### src/rtl/replacer_cnt_gen.sv
// replacer_cnt_gen: turns a stream of increasing, frame-relative bit positions
// into the byte-wide skip/insert count entries consumed by replacer_sign.
// Each position yields zero or more 0x7F skip entries followed by one
// {1, gap} sign-insert entry.
module replacer_cnt_gen #(
  parameter int POS_W = 24
) (
  input  logic             clk,
  input  logic             rst,
  input  logic             clk_en,
  input  logic             frame_start,
  input  logic [POS_W-1:0] pos_in,
  input  logic             pos_empty,
  output logic             pos_rd,
  input  logic             cnt_full,
  output logic [7:0]       cnt_out,
  output logic             cnt_wr,
  output logic             order_err,
  output logic             busy
);

  typedef enum logic [2:0] {
    IDLE   = 3'd0,
    FETCH  = 3'd1,
    CALC   = 3'd2,
    SKIP   = 3'd3,
    INSERT = 3'd4
  } state_t;

  // Largest gap a single entry can describe (7-bit field).
  localparam logic [POS_W-1:0] RUN_MAX = POS_W'(127);

  state_t           state_q, state_d;
  logic [POS_W-1:0] cur_q, cur_d;
  logic [POS_W-1:0] pos_reg_q, pos_reg_d;
  logic [POS_W-1:0] delta_q, delta_d;
  logic             pend_q, pend_d;
  logic             order_err_q, order_err_d;
  logic [7:0]       cnt_out_q, cnt_out_d;
  logic             cnt_wr_q, cnt_wr_d;

  logic             frame_req;
  logic             pos_late;
  logic [POS_W-1:0] calc_delta;
  logic [POS_W-1:0] skip_rem;

  assign frame_req  = pend_q | frame_start;
  assign pos_late   = pos_reg_q < cur_q;
  assign calc_delta = pos_reg_q - cur_q;
  assign skip_rem   = delta_q - RUN_MAX;

  // State register; a stall freezes the FSM, reset (active-low) returns it to IDLE.
  always_ff @(posedge clk) begin
    if (!rst) begin
      state_q <= IDLE;
    end else if (clk_en) begin
      state_q <= state_d;
    end
  end

  // Next-state logic.
  always_comb begin
    state_d = state_q;
    unique case (state_q)
      IDLE: begin
        if (!frame_req && !pos_empty) state_d = FETCH;
      end
      FETCH: state_d = CALC;
      CALC: begin
        if (pos_late)                 state_d = IDLE;
        else if (calc_delta > RUN_MAX) state_d = SKIP;
        else                           state_d = INSERT;
      end
      SKIP: begin
        if (!cnt_full && (skip_rem <= RUN_MAX)) state_d = INSERT;
      end
      INSERT: begin
        if (!cnt_full) state_d = IDLE;
      end
      default: state_d = IDLE;
    endcase
  end

  // Combinational outputs: FIFO read strobe and busy flag.
  always_comb begin
    pos_rd = rst && clk_en && (state_q == IDLE) && !frame_req && !pos_empty;
    busy   = (state_q != IDLE);
  end

  // Datapath next values: cursor, captured position, remaining gap, entry outputs.
  always_comb begin
    cur_d       = cur_q;
    pos_reg_d   = pos_reg_q;
    delta_d     = delta_q;
    pend_d      = pend_q;
    order_err_d = order_err_q;
    cnt_out_d   = cnt_out_q;
    cnt_wr_d    = 1'b0;
    unique case (state_q)
      IDLE: begin
        if (frame_req) begin
          cur_d  = '0;
          pend_d = 1'b0;
        end
      end
      FETCH: begin
        pos_reg_d = pos_in;
      end
      CALC: begin
        if (pos_late) order_err_d = 1'b1;
        else          delta_d     = calc_delta;
      end
      SKIP: begin
        if (!cnt_full) begin
          cnt_wr_d  = 1'b1;
          cnt_out_d = 8'h7F;
          delta_d   = skip_rem;
          cur_d     = cur_q + RUN_MAX;
        end
      end
      INSERT: begin
        if (!cnt_full) begin
          cnt_wr_d  = 1'b1;
          cnt_out_d = {1'b1, delta_q[6:0]};
          cur_d     = pos_reg_q + POS_W'(1);
        end
      end
      default: ;
    endcase
    // A new frame seen mid-position waits until the position completes.
    if ((state_q != IDLE) && frame_start) pend_d = 1'b1;
  end

  // Datapath and registered outputs; the write strobe never repeats across a stall.
  always_ff @(posedge clk) begin
    if (!rst) begin
      cur_q       <= '0;
      pos_reg_q   <= '0;
      delta_q     <= '0;
      pend_q      <= 1'b0;
      order_err_q <= 1'b0;
      cnt_out_q   <= 8'h00;
      cnt_wr_q    <= 1'b0;
    end else if (clk_en) begin
      cur_q       <= cur_d;
      pos_reg_q   <= pos_reg_d;
      delta_q     <= delta_d;
      pend_q      <= pend_d;
      order_err_q <= order_err_d;
      cnt_out_q   <= cnt_out_d;
      cnt_wr_q    <= cnt_wr_d;
    end else begin
      cnt_wr_q    <= 1'b0;
    end
  end

  assign cnt_out   = cnt_out_q;
  assign cnt_wr    = cnt_wr_q;
  assign order_err = order_err_q;

endmodule

### config.mk
export PLATFORM = sky130hd
export DESIGN_NAME = replacer_cnt_gen
export DESIGN_NICKNAME = d
export VERILOG_FILES = /design/src/rtl/replacer_cnt_gen.sv
export SDC_FILE = /design/constraint.sdc
export NUM_CORES = 1
export LEC_CHECK = 0
export CAP_MARGIN = 20
export CORE_ASPECT_RATIO = 1.25
export CORE_MARGIN = 5
export CORE_UTILIZATION = 43
export CTS_CLUSTER_DIAMETER = 30
export DETAILED_ROUTE_END_ITERATION = 8
export DONT_BUFFER_PORTS = 1
export GPL_TIMING_DRIVEN = 0
export PLACE_DENSITY = 0.63
export SYNTH_ARGS = -nofsm -noshare
export SYNTH_HDL_FRONTEND = slang
export SYNTH_SLANG_ARGS = --single-unit
### constraint.sdc
create_clock -name clk -period 3.35 [get_ports clk]
set_clock_uncertainty 0.2 [all_clocks]
set_input_delay 0.67 -clock clk [delete_from_list [all_inputs] [get_ports clk]]
set_output_delay 0.67 -clock clk [all_outputs]
set_load 0.02 [all_outputs]
Word level (Yosys, flattened, before mapping). Cells that the tools add are included.

Add/subtract/negate cells: 4. Mux-type cells: 20. Equal/unequal tests: 10. Reduce and logical (&&, ||, !) cells: 26. Bitwise operators: 1. $lt $le $gt $ge: 3.

Operators by type and width (count): $mux W24 (5); $pmux W24 S3 (1); $pmux W24 S2 (1); $add A24 B1 Y24 const B (1); $add A24 B7 Y24 const B (1); $gt A24 B7 Y1 const B (1); $le A24 B7 Y1 const B (1); $lt A24 B24 Y1 (1); $sub A24 B24 Y24 (1); $sub A24 B7 Y24 const B (1); $mux W8 (2); $pmux W8 S2 (1); $mux W3 (5); $pmux W3 S5 (1); $ne A2 B2 Y1 const B (6); $reduce_and A4 Y1 (3); $reduce_and A3 Y1 (3); $reduce_bool A2 Y1 (4); $logic_and A1 B1 Y1 (7); $eq A3 B2 Y1 const B (2); $reduce_bool A3 Y1 (2); $reduce_and A5 Y1 (1); $mux W1 (4); $eq A3 B1 Y1 const B (1); 6 further kinds (8).

Register bits: 86. Logic and storage cells: 72. Bits of input ports: 30. Output and inout port bits: 12.

Longest topological paths before layout.
Depth in word-level cells: 5. Gate-level depth with buffers: 14. Mapped depth without buffers: 13.

Worst setup path after synthesis. Ideal clock, no wire load.

Kind: flip-flop to flip-flop. Start point: register cur_q[0]. End point: register delta_q[9]. Stages on the path, launching flop included: 14. Buffers on the path: 1. Clock period less this slack: 3092 ps. Setup slack: 258 ps. Arrival: 2777 ps. Setup time: 115 ps. Data required time: 3035 ps. Cell sequence: dfxtp_1 ha_1 inv_1 fa_1 and3_1 o21a_1 o211ai_1 a32oi_1 a311o_1 nand2b_1 a21o_1 buf_2 o21ai_0 and2_1.

Cells in the longest elaborated chain, start to end: 3. Elaborated cells between the ends (all ways): 6. Classes of those cells: 1 x add/sub; 1 x order compare; 1 x eq/ne; 2 x mux; 1 x reduce/logical.

RTL lines: start, declared (line 34) `logic [POS_W-1:0] cur_q, cur_d;`; start signal, assigned (line 145) `cur_q <= cur_d;`; $sub A24 B24 Y24 / $lt A24 B24 Y1 (equally long branches) (line 49, 48); $mux W24 / $ne A2 B2 Y1 (equally long branches); $pmux W24 S2 / $reduce_and A4 Y1 (equally long branches); end signal, assigned (line 147) `delta_q <= delta_d;`; end, declared (line 36) `logic [POS_W-1:0] delta_q, delta_d;`.

Parallel ways exist; a longest one is shown, timed or not. The select of a mux whose other input is x is not followed. A chain may end at the register's enable or synchronous reset.

Final worst setup path.
Start point: register pos_reg_q[0]. End point: register state_q[2].

Cells in the longest elaborated chain, start to end: 5. Elaborated cells between the ends (all ways): 6. Classes of those cells: 1 x add/sub; 2 x order compare; 3 x mux.

RTL lines: start, declared (line 35) `logic [POS_W-1:0] pos_reg_q, pos_reg_d;`; start signal, assigned (line 146) `pos_reg_q <= pos_reg_d;`; $sub A24 B24 Y24 (line 49) `assign calc_delta = pos_reg_q - cur_q;`; $gt A24 B7 Y1 (line 71) `else if (calc_delta > RUN_MAX) state_d = SKIP;`; $mux W3 (line 71); $mux W3 (*) (line 70) `if (pos_late) state_d = IDLE;`; $pmux W3 S5 (*) (line 64) `unique case (state_q)`; end signal, assigned (line 57) `state_q <= state_d;`; end, declared (line 33) `state_t state_q, state_d;`.

Mark *: on every way between the ends. The rest lies on a longest branch, timed or not.

==> insert_results.sql <==
INSERT INTO impl_metrics (metric_group, metric, value, unit) VALUES
('final_layout', 'nets', '986', ''),
('logic_synthesis', 'fraction_of_the_yosys_area_taken_by_sequential_cells', '26.27', '%'),
('logic_synthesis', 'synth_area_leaders', 'dfxtp_1, a21oi_1, o21ai_0, nand2_1, ha_1', ''),
('route', 'drc', '0', ''),
('power_and_ir_drop', 'pwr-share-seq', '31.3', '%'),
('cts', 'cts_buffer_depth', '2', ''),
('floorplanning', 'floorplan.initialDensity', '43.83', '%'),
('sta', 'worst_slew_pin_slew', '0.9856', 'ns'),
('logic_synthesis', 'synthArstFlopShare', '0', '%'),
('logic_synthesis', 'synthesis.area_per_instance', '7.210', 'µm²'),
('logic_synthesis', 'synth-warning-count', '0', ''),
('route', 'initialDrtViolationCount', '555', ''),
('critical_path', 'arrival', '3.38', 'ns'),
('run', 'drv.max_cap_violation_count', '0', ''),
('route', 'wl_per_cell', '20.15', 'µm'),
('final_layout', 'final_design_area_no_fill', '7398', 'µm²'),
('floorplanning', 'boundaryPins', '42', ''),
('sta', 'timing.final.setup_violations', '0', ''),
('power_and_ir_drop', 'vdd_ir_drop_max', '0.4489', 'mV'),
('critical_path', 'start_kind', 'flop', ''),
('critical_path', 'crit_path_top_delay_cell', 'fa_2', ''),
('sta', 'max-slew-margin-rel', '33.69', '%'),
('power_and_ir_drop', 'switching_share', '38.34', '%'),
('final_layout', 'drive_gt1_share', '12.55', '%'),
('route', 'vias', '6879', ''),
('sta', 'final.period_utilization', '97.42', '%'),
('critical_path', 'worstPathCellList', 'inv_1, ha_1, inv_1, fa_2, and3_4, o21ai_1, a21oi_1, xnor2_1, o221ai_1, nor4_2, nand4_1, o21ai_2, and3_1', ''),
('min_path', 'timing.hold.worst.class', 'input pin to flop', ''),
('grt', 'grt_remaining_overflow', '0', ''),
('critical_path', 'delay_of_the_slowest_cell_on_the_worst_path', '0.36', 'ns'),
('sta', 'timing_max_transition_violations_final', '0', ''),
('sta', 'min_period', '3.264', 'ns'),
('route', 'finalWirelength', '22.47', 'mm'),
('final_layout', 'syn_to_final_growth', '12.89', '%'),
('floorplanning', 'rows', '50', ''),
('floorplanning', 'die-area', '17830', 'µm²'),
('cts', 'cts_hold_repair.buffers', '0', ''),
('critical_path', 'cp_data_required_time', '3.46', 'ns'),
('place', 'count_of_input_and_output_buffers', '0', ''),
('logic_synthesis', 'synthesis.instances', '909', ''),
('cts', 'cts-buffers-inserted', '9', ''),
('power_and_ir_drop', 'power.net_switching', '1368', 'µW'),
('cts', 'root_buffer', 'clkbuf_16', ''),
('critical_path', 'path_delay_family', 'simple AND/OR/NAND/NOR gates', ''),
('place', 'detailed_place.area', '6782', 'µm²'),
('logic_synthesis', 'post-synth-top-count-cell', 'nand2_1', ''),
('logic_synthesis', 'ys_seq_elements', '86', ''),
('cts', 'tritoncts', 'done', ''),
('run_status', 'run_status', 'completed', ''),
('grt', 'grt_pass1_wl', '34.69', 'mm'),
('sta', 'final_hold_viol_count', '0', ''),
('floorplanning', 'placeableCoreArea', '14950', 'µm²'),
('power_and_ir_drop', 'cellInternalPower', '2201', 'µW'),
('grt', 'grt_start_max_net_pins', '17', ''),
('sta', 'postLayoutSetupSlackWorst', '0.08639', 'ns'),
('power_and_ir_drop', 'share_of_power_burned_in_the_clock_network', '30.0', '%'),
('final_layout', 'fillerInstances', '1503', ''),
('place', 'worst_setup_slack_after_placement', '-0.4394', 'ns'),
('route', 'drt_pass1_iterations', '6', ''),
('floorplanning', 'floorplan.die.height', '148.0', 'µm'),
('grt', 'grt_antenna_before_repair', '0', ''),
('cts', 'cts.clk_slew.worst_paths', '0.07', 'ns'),
('grt', 'track_usage', '24.72', '%'),
('logic_synthesis', 'ys_top_cells_by_count', 'nand2_1, a21oi_1, o21ai_0, dfxtp_1, nor2_1', ''),
('logic_synthesis', 'synth-edff-count', '0', ''),
('critical_path', 'timing.critical_path.buf_inv', '2', ''),
('place', 'routabilityCongestion', '0.9670', ''),
('critical_path', 'critPathMaxFanout', '6', ''),
('power_and_ir_drop', 'pwr-share-comb', '38.7', '%'),
('critical_path', 'setup.worst_path.class', 'flop to flop', ''),
('cts', 'htreeDepth', '3', '');
-- per-stage QoR --
stage / util (%) / power [µW] / setup TNS (ns) / instances / hold slack [ns]
after CTS: 48.24 / 3483 / 0 / 1111 / 0.2333
after global routing: 49.46 / 3731 / -0.04722 / 1114 / 0.2415
after global placement: 45.36 / 2346 / -9.538 / 1091 / 0.2819
final: 49.48 / 3569 / 0 / 1115 / 0.2329
after floorplan: - / 2030 / 0 / 909 / 0.2623
after detailed placement: 45.36 / 2350 / -9.382 / 1091 / 0.2919
-- flip-flops by register name, indices dropped and copies added, names as in the netlist --
signal / flops
cur_q: 24
delta_q: 24
pos_reg_q: 24
cnt_out: 8
state_q: 3
cnt_wr: 1
order_err: 1
pend_q: 1
-- power by group through the flow --
stage	Sequential, µW	Clock [µW]	Combinational [µW]
2_1_floorplan	1120	0	909
3_3_place_gp	1140	0	1210
3_5_place_dp	1140	0	1210
4_1_cts	1110	1080	1290
5_1_grt	1120	1110	1490
6_report	1120	1070	1380
-- cells by family (layout without fill, tap and decap cells) --
logic type      after synthesis  in the layout  synth area share (%)
flops                        86             86                 26.27
buf+inv                     100            123                 7.025
fa+ha+maj                    29             29                 5.651
mux                           2              2                0.3436
xor+xnor                     36             36                 4.811
simple gates                334            334                 24.63
compound gates              322            322                 31.27
other cells                   0              1                     0
-- layer usage --
layer | vias to the layer above | GRT usage, % | wire length (µm)
met4 | 0 | 11.51 | 991
li1 | 3367 | - | -
met3 | 62 | 3.865 | 1073
met1 | 3232 | 30.42 | 9415
met5 | - | 0 | 0
met2 | 218 | 42.15 | 10990
-- cell usage in the layout (no fill, tap or decap), drive strengths merged, types with 4 or more instances in the layout --
cell type	netlist	layout
a21boi	4	4
and2	7	7
o211ai	6	6
o32ai	10	10
clkbuf	41	52
ha	28	28
o31ai	8	8
dfxtp	86	86
inv	44	47
nand2	114	114
a211oi	9	9
o221ai	4	4
o21a	10	10
nor3	24	24
a22oi	11	11
nor2	71	71
o21ai	92	92
and4	9	9
o22ai	5	5
or3	6	6
a21o	14	14
nand2b	9	9
and3	12	12
xor2	23	23
a31oi	11	11
xnor2	13	13
o221a	10	10
nand3	34	34
nor4	19	19
buf	15	20
nand4	11	11
a21oi	99	99
-- cell type report --
class / instances / area [µm²] / area share, %
Multi-Input combinational cell: 723 / 4582 / 61.93
Sequential cell: 86 / 1740 / 23.52
Buffer: 56 / 324.1 / 4.380
Tap cell: 182 / 227.7 / 3.078
Clock buffer: 9 / 225.2 / 3.044
Inverter: 44 / 165.2 / 2.232
Clock inverter: 7 / 78.83 / 1.065
Timing Repair Buffer: 7 / 52.55 / 0.7103
Antenna cell: 1 / 2.502 / 0.03382
-- timing repair --
action,in CTS,in global routing
gates cloned,0,0
pin swaps,4,6
setup buffers,4,3
endpoints found under the hold margin,0,0
endpoints found under the setup margin,27,27
gates resized for setup,31,46
-- final timing paths --
path,start,end,slack (ns),cells past startpoint
max,pos_reg_q[0],state_q[2],0.09,13
min,pos_in[7],pos_reg_q[7],0.23,2
max reg2reg,pos_reg_q[0],state_q[2],0.09,13
min reg2reg,cur_q[12],cur_q[12],0.30,2
(Power assumes the default switching activity.)
